==> src/rtl/trng_conditioner_if.sv <==
// rtl/trng_conditioner_if.sv - byte output handshake between the conditioner and its consumer

interface trng_conditioner_if;
  logic [7:0] byte_out;
  logic       byte_valid;
  logic       byte_ready;

  modport master (
    output byte_out,
    output byte_valid,
    input  byte_ready
  );

  modport slave (
    input  byte_out,
    input  byte_valid,
    output byte_ready
  );
endinterface

==> src/rtl/trng_conditioner.sv <==
// rtl/trng_conditioner.sv - ring-oscillator bit conditioning: sync, rate divider,
// repetition-count health test, von Neumann extractor and byte assembler

module trng_conditioner #(
  parameter int DIV       = 4,
  parameter int REP_LIMIT = 32
) (
  input  logic                clk,
  input  logic                rst_n,
  input  logic                en,
  input  logic                raw_in,
  trng_conditioner_if.master  out_if,
  output logic                health_fail,
  output logic                ovf
);

  localparam int              DW       = (DIV > 1) ? $clog2(DIV) : 1;
  localparam logic [DW-1:0]   DIV_LAST = DW'(DIV - 1);
  localparam logic [7:0]      REP_MAX  = 8'(REP_LIMIT);

  typedef enum logic {PH0, PH1} phase_t;

  logic          s1, s2;
  logic [DW-1:0] div_cnt;
  logic          strobe;
  logic          first_sample;
  logic          last;
  logic [7:0]    rep_cnt, rep_next;
  logic          hf_trip;
  phase_t        phase, phase_next;
  logic          first_bit;
  logic          emit;
  logic [6:0]    sh;
  logic [2:0]    bit_cnt;
  logic          byte_done, handoff, load;

  always_ff @(posedge clk) begin
    if (!rst_n) begin
      s1 <= 1'b0;
      s2 <= 1'b0;
    end else begin
      s1 <= raw_in;
      s2 <= s1;
    end
  end

  assign strobe = en && (div_cnt == DIV_LAST);

  always_ff @(posedge clk) begin
    if (!rst_n || !en || strobe) begin
      div_cnt <= '0;
    end else begin
      div_cnt <= div_cnt + 1'b1;
    end
  end

  // Repetition count evaluated combinationally so the trip can gate emission on the same strobe
  always_comb begin
    rep_next = rep_cnt;
    hf_trip  = 1'b0;
    if (strobe) begin
      if (first_sample) begin
        rep_next = 8'd1;
      end else if (s2 == last) begin
        rep_next = (rep_cnt >= REP_MAX) ? REP_MAX : rep_cnt + 8'd1;
      end else begin
        rep_next = 8'd1;
      end
      hf_trip = (rep_next == REP_MAX);
    end
  end

  always_ff @(posedge clk) begin
    if (!rst_n) begin
      first_sample <= 1'b1;
      last         <= 1'b0;
      rep_cnt      <= 8'd0;
      health_fail  <= 1'b0;
    end else begin
      rep_cnt     <= rep_next;
      health_fail <= health_fail | hf_trip;
      if (strobe) begin
        first_sample <= 1'b0;
        last         <= s2;
      end
    end
  end

  always_comb begin
    phase_next = phase;
    emit       = 1'b0;
    if (!en) begin
      phase_next = PH0;
    end else if (strobe) begin
      case (phase)
        PH0: phase_next = PH1;
        PH1: begin
          phase_next = PH0;
          emit       = (first_bit != s2) && !health_fail && !hf_trip;
        end
        default: phase_next = PH0;
      endcase
    end
  end

  always_ff @(posedge clk) begin
    if (!rst_n) begin
      phase     <= PH0;
      first_bit <= 1'b0;
    end else begin
      phase <= phase_next;
      if (strobe && phase == PH0) begin
        first_bit <= s2;
      end
    end
  end

  assign byte_done = emit && (bit_cnt == 3'd7);
  assign handoff   = out_if.byte_valid && out_if.byte_ready;
  // A handoff on this edge frees the slot, so a completing byte may load back-to-back
  assign load      = byte_done && (!out_if.byte_valid || out_if.byte_ready);

  always_ff @(posedge clk) begin
    if (!rst_n) begin
      sh                <= 7'd0;
      bit_cnt           <= 3'd0;
      ovf               <= 1'b0;
      out_if.byte_out   <= 8'h00;
      out_if.byte_valid <= 1'b0;
    end else begin
      if (emit) begin
        sh      <= {sh[5:0], first_bit};
        bit_cnt <= bit_cnt + 3'd1;
      end
      ovf <= byte_done && !load;
      if (load) begin
        out_if.byte_out   <= {sh, first_bit};
        out_if.byte_valid <= 1'b1;
      end else if (handoff) begin
        out_if.byte_valid <= 1'b0;
      end
    end
  end

endmodule
==> src/flat_wrapper.sv <==
// flat-port wrapper written by rule: the top's interface ports become plain ports
module trng_conditioner_flat 
#(
  parameter int DIV       = 4,
  parameter int REP_LIMIT = 32
)
  (clk, rst_n, en, raw_in, health_fail, ovf, out_if_byte_out, out_if_byte_valid, out_if_byte_ready);
  trng_conditioner_if out_if_i ();
  input  logic clk;
  input  logic rst_n;
  input  logic en;
  input  logic raw_in;
  output logic health_fail;
  output logic ovf;
  output wire logic [$bits(out_if_i.byte_out)-1:0] out_if_byte_out;
  output wire logic [$bits(out_if_i.byte_valid)-1:0] out_if_byte_valid;
  input wire logic [$bits(out_if_i.byte_ready)-1:0] out_if_byte_ready;
  assign out_if_byte_out = out_if_i.byte_out;
  assign out_if_byte_valid = out_if_i.byte_valid;
  assign out_if_i.byte_ready = out_if_byte_ready;
  trng_conditioner #(.DIV(DIV), .REP_LIMIT(REP_LIMIT)) u_core (.clk(clk), .rst_n(rst_n), .en(en), .raw_in(raw_in), .out_if(out_if_i), .health_fail(health_fail), .ovf(ovf));
endmodule
==> config.mk <==
export PLATFORM = sky130hd
export DESIGN_NAME = trng_conditioner_flat
export DESIGN_NICKNAME = d
export VERILOG_FILES = /design/src/rtl/trng_conditioner_if.sv /design/src/rtl/trng_conditioner.sv /design/src/flat_wrapper.sv
export SDC_FILE = /design/constraint.sdc
export NUM_CORES = 1
export LEC_CHECK = 0
export CORE_MARGIN = 3
export CORE_UTILIZATION = 49
export DETAILED_ROUTE_END_ITERATION = 12
export PLACE_DENSITY = 0.73
export SKIP_CTS_REPAIR_TIMING = 1
export SLEW_MARGIN = 15
export SYNTH_ARGS = -nofsm -noshare
export SYNTH_HDL_FRONTEND = slang
export SYNTH_SLANG_ARGS = --single-unit
==> constraint.sdc <==
create_clock -name clk -period 1.7 [get_ports clk]
set_input_delay 0.34 -clock clk [delete_from_list [all_inputs] [get_ports clk]]
set_output_delay 0.34 -clock clk [all_outputs]
set_load 0.005 [all_outputs]
==> Word-level counts from Yosys, hierarchy flattened <==
Index checks and enable logic that the tools add are counted.
{ "totals": {"elab_cells": 55, "inputBits": 5, "register_bits": 37} }
{ "op_classes": {"magnitude_cmp": 1, "eq_ne": 5, "mux": 11, "reduce_logical": 19, "n_bitwise": 2, "addsub": 3} }
{ "ops": {"columns": ["operator", "n"], "rows": [
  ["$mux W8", 4],
  ["$add A8 B1 Y8 const B", 1],
  ["$eq A8 B6 Y1 const B", 1],
  ["$ge A8 B6 Y1 const B", 1],
  ["$logic_and A1 B1 Y1", 8],
  ["$logic_not A1 Y1", 6],
  ["$mux W1", 6],
  ["$add A3 B1 Y3 const B", 1],
  ["$eq A3 B3 Y1 const B", 1],
  ["$logic_or A1 B1 Y1", 3],
  ["$add A2 B1 Y2 const B", 1],
  ["$eq A2 B2 Y1 const B", 1],
  ["$pmux W1 S2", 1],
  ["$reduce_and A2 Y1", 1],
  ["$reduce_bool A2 Y1", 1],
  ["$eq A1 B1 Y1", 1],
  ["$ne A1 B1 Y1", 1],
  ["$not A1 Y1", 1],
  ["$or A1 B1 Y1", 1]
]} }

==> Depth between registers and ports, before layout <==
{ "depth": {"depth_word": 16, "depth_mapped": 7} }

==> Least setup slack after synthesis <==
Ideal clock, no wire load.
{ "synth_path": {"path_type": "register to register", "from": "reg u_core.rep_cnt[0]", "to": "reg u_core.sh[0]", "path_stages_with_launch": 8, "setup_time_ps": 120, "path_slack_ps": -117, "arrival_ps": 1697, "period_less_slack_ps": 1817, "path_cell_list": "dfxtp_1 > inv_1 > ha_1 > and4b_1 > a211oi_4 > o2111ai_4 > buf_6 > mux2i_1"} }
{ "synth_between": {"elab_chain_len": 12} }
{ "synth_rtl": {"columns": ["element", "line_no", "rtl"], "rows": [
  ["from (decl)", "trng_conditioner.sv:28", "logic [7:0] rep_cnt, rep_next;"],
  ["from (signal assigned)", "trng_conditioner.sv:80", "rep_cnt <= rep_next;"],
  ["$add A8 B1 Y8 / $ge A8 B6 Y1 (equally long branches)", "trng_conditioner.sv:65", "rep_next = (rep_cnt >= REP_MAX) ? REP_MAX : rep_cnt + 8'd1;"],
  ["$mux W8 (*)", "trng_conditioner.sv:65", null],
  ["$mux W8 (*)", "trng_conditioner.sv:64", "end else if (s2 == last) begin"],
  ["$mux W8 (*)", "trng_conditioner.sv:62", "if (first_sample) begin"],
  ["$mux W8 (*)", "trng_conditioner.sv:61", "if (strobe) begin"],
  ["$eq A8 B6 Y1 (*)", "trng_conditioner.sv:69", "hf_trip = (rep_next == REP_MAX);"],
  ["$mux W1 (*)", "trng_conditioner.sv:61", null],
  ["$logic_not A1 Y1 (*)", "trng_conditioner.sv:99", "emit = (first_bit != s2) && !health_fail && !hf_trip;"],
  ["$logic_and A1 B1 Y1 (*)", "trng_conditioner.sv:99", null],
  ["$mux W1 (*)", "trng_conditioner.sv:95", "case (phase)"],
  ["$mux W1 (*)", "trng_conditioner.sv:94", "end else if (strobe) begin"],
  ["$mux W1 (*)", "trng_conditioner.sv:92", "if (!en) begin"],
  ["to (signal assigned)", "trng_conditioner.sv:132", "sh <= {sh[5:0], first_bit};"],
  ["to (decl)", "trng_conditioner.sv:33", "logic [6:0] sh;"]
]} }
Every way passes the cells marked *; elsewhere a longest branch is shown, timed or not. The select of a mux whose other input is x is not followed.
A chain may end at the register's enable or synchronous reset.

==> Worst setup path after layout <==
{ "layout_path": {"from": "reg u_core.rep_cnt[0]", "to": "reg u_core.sh[4]"} }
The elaborated chain is that of the path after synthesis.

==> results.ini <==
[status]
status = finished, violations left
violations = setup timing

[floorplan]
start_util_pct = 53.37
core.rowCount = 19
dieArea_um2 = 3841
die_h_um = 61.98
die_x_um = 61.98
boundaryPins = 16
coreArea_um2 = 2877

[placed_design]
routabilityCongestion = 0.7944
hpwl_mm = 2.015
place.port_buffers = 15

[final_layout]
syn_to_final_growth_pct = 25.10
antenna_cells = 0
drive_gt1_share_pct = 17.93
nets = 193

[grt]
grt_pass1_vias = 1124
grt_pass1_wl_mm = 4.560
grt_overflow = 0
grt_max_degree = 16
antenna_found_initial = 0
grt_usage_pct = 16.20

[synth]
yosysTopAreaCell = dfxtp_1
syn-num-nets = 166
synth_cells = 156
syn-cell-area_um2 = 1535
ys_ff_latch = 37
syn-mean-instance-area_um2 = 9.841
synth_top_area_share_pct = 48.25
ys_types = 33
synth_seq_area_share_pct = 48.25
async_flop_share_pct = 0
ys.warnings.count = 0
synth_ff_type = dfxtp_1
synth_area_leaders = dfxtp_1 48%, mux2i_1 12%, nand2_1 8.3%
synth_edf_count = 0

[min_path]
holdCritPathClass = register to register

[job]
maxCapViolCount = 0

[route]
dr_wl_met3_um = 121
remaining_drc_errors = 0
via_per_inst = 5.075
drt-met1-wl_mm = 1.361
ant_nets = 0
wl_per_cell_um = 12.21
wl_met2_mm = 1.242
drt_iter0_drc = 43
num_vias = 1147
routed.top_layer = met4
dr.pass1.iters = 4
routed_wl_mm = 2.760

[setup_path]
end_kind = register
cpPeakStageDelay_ps = 360
r2r_slack_ps = -70
cp-start-kind = register
worstPathRequired_ps = 1940
cp.arrival_ps = 2010
cpMaxStageDelayCell = dfxtp_2
crit_chain = inv_2 > ha_4 > and4b_1 > a211oi_4 > o2111ai_4 > clkbuf_16 > mux2i_1
cp_max_fo = 6
path_class = register to register

[timing]
clock_skew_ps = 9.142
fin_setup_tns_ps = -618.5
period_share_pct = 104.1
hold_viol_final = 0
relSlewSlack_pct = 69.83
setup_viol = 12
rsz0062_at_grt = true
tightest_slew_ps = 451.1
max_freq_mhz = 565.0
hold_slack_ps = 434.8
finalMaxSlewViolations = 0
fin_crit_ps = 1770
fin_ws_ps = -69.87

[cts]
clockRootBuffer = clkbuf_4
clkLatencyLatePin_ps = 340
cts_tree = yes
cts_made_buffers = 5
path_clk_slew_ps = 110
htree_levels = 2
clockBufferDepth = 2
cts_sinks = 37

[power]
cellPowerDensity_nw_per_um2 = 710.3
irDropWorstVdd_v = 0.0005759
leakage_uw = 0.0008459
power_uw = 1364

-- logic make-up (layout without fill, tap and decap cells) --
group	count (synthesis)	count (layout)	synth area share, %
simple gates	63	63	20.37
flops	37	37	48.25
mux	19	19	12.39
compound gates	17	17	9.698
buf+inv	12	40	3.504
fa+ha+maj	5	5	4.075
xor+xnor	3	3	1.712
-- area by class of cell --
type / instances / area (um^2)
Inverter: 4 / 15.01
Tap cell: 42 / 52.55
Clock inverter: 3 / 17.52
Sequential cell: 37 / 743.2
Fill cell: 240 / 955.9
Clock buffer: 5 / 37.54
Timing Repair Buffer: 28 / 290.3
Multi-Input combinational cell: 107 / 764.5
-- synth_stat cells, types with 2 or more instances --
| cell | count |
|---|---|
| nor3b_1 | 2 |
| clkbuf_1 | 6 |
| nand2_1 | 34 |
| ha_1 | 5 |
| o21ai_0 | 5 |
| nor2b_1 | 2 |
| nand3_1 | 2 |
| dfxtp_1 | 37 |
| a21boi_0 | 6 |
| mux2i_1 | 19 |
| nor3_1 | 4 |
| and2_1 | 4 |
| nand4b_1 | 2 |
| and3_1 | 2 |
| inv_1 | 4 |
| nor2_1 | 3 |
| xor2_1 | 2 |
| nor4_1 | 2 |
-- placed cells by master, fill, tap and decap left out, drive strengths merged, types with 2 or more instances in the layout --
master	instances
ha	5
nor4	2
inv	4
nor3	5
buf	12
clkbuf	6
nand2	34
mux2i	19
nand4b	2
clkinv	2
dfxtp	37
clkdlybuf4s50	15
nor2	3
xor2	2
and2	4
a21boi	6
o21ai	7
nor3b	2
and3	3
nor2b	2
nand3	2
-- final timing paths --
path | startpoint | endpoint | cells past startpoint
worst min-delay path | u_core.div_cnt[0] | u_core.div_cnt[0] | 1
worst max-delay path | u_core.rep_cnt[0] | u_core.sh[4] | 7
worst max register to register | u_core.rep_cnt[0] | u_core.sh[4] | 7
worst min register to register | u_core.div_cnt[0] | u_core.div_cnt[0] | 1
-- where the power goes --
| group | internal (uW) | total, uW | switching (uW) |
|---|---|---|---|
| Sequential | 871 | 874 | 3.08 |
| Combinational | 22.4 | 44.0 | 21.7 |
| Clock | 156 | 446 | 290 |
| Total | 1050 | 1360 | 315 |
-- flip-flops by register name (all words and copies together) (netlist names), 2 cells and up --
| signal | flops |
|---|---|
| u_core.div_cnt | 2 |
| u_core.sh | 7 |
| u_core.out_if.byte_out | 8 |
| u_core.rep_cnt | 8 |
| u_core.bit_cnt | 3 |
-- per-stage QoR --
step / setup WS, ps / cell area, um^2 / instances / util (%)
global placement: -210.4 / 1817 / 217 / 63.16
global route: -153.3 / 1921 / 226 / 66.77
CTS: -70.25 / 1872 / 225 / 65.07
floorplan: -16.03 / 1538 / 156 / -
detailed placement: -286.9 / 1817 / 217 / 63.16
finish: -69.87 / 1921 / 226 / 66.77
-- per-layer routing --
metal | up-vias | global-route usage, %
met2 | 22 | 26.04
li1 | 585 | -
met1 | 536 | 19.70
met5 | - | 0
met3 | 4 | 6.198
met4 | 0 | 5.758
-- critical path, delay by kind of cell, from the launching register on --
family                     cells  cell delay, ps
DFF                            1             360
adders and majority gates      1             260
buffers and inverters          2             240
muxes                          1             110
and+or+nand+nor                1             210
AOI/OAI and AO/OA              2             490
No activity file was read; power rests on OpenSTA's default activity.
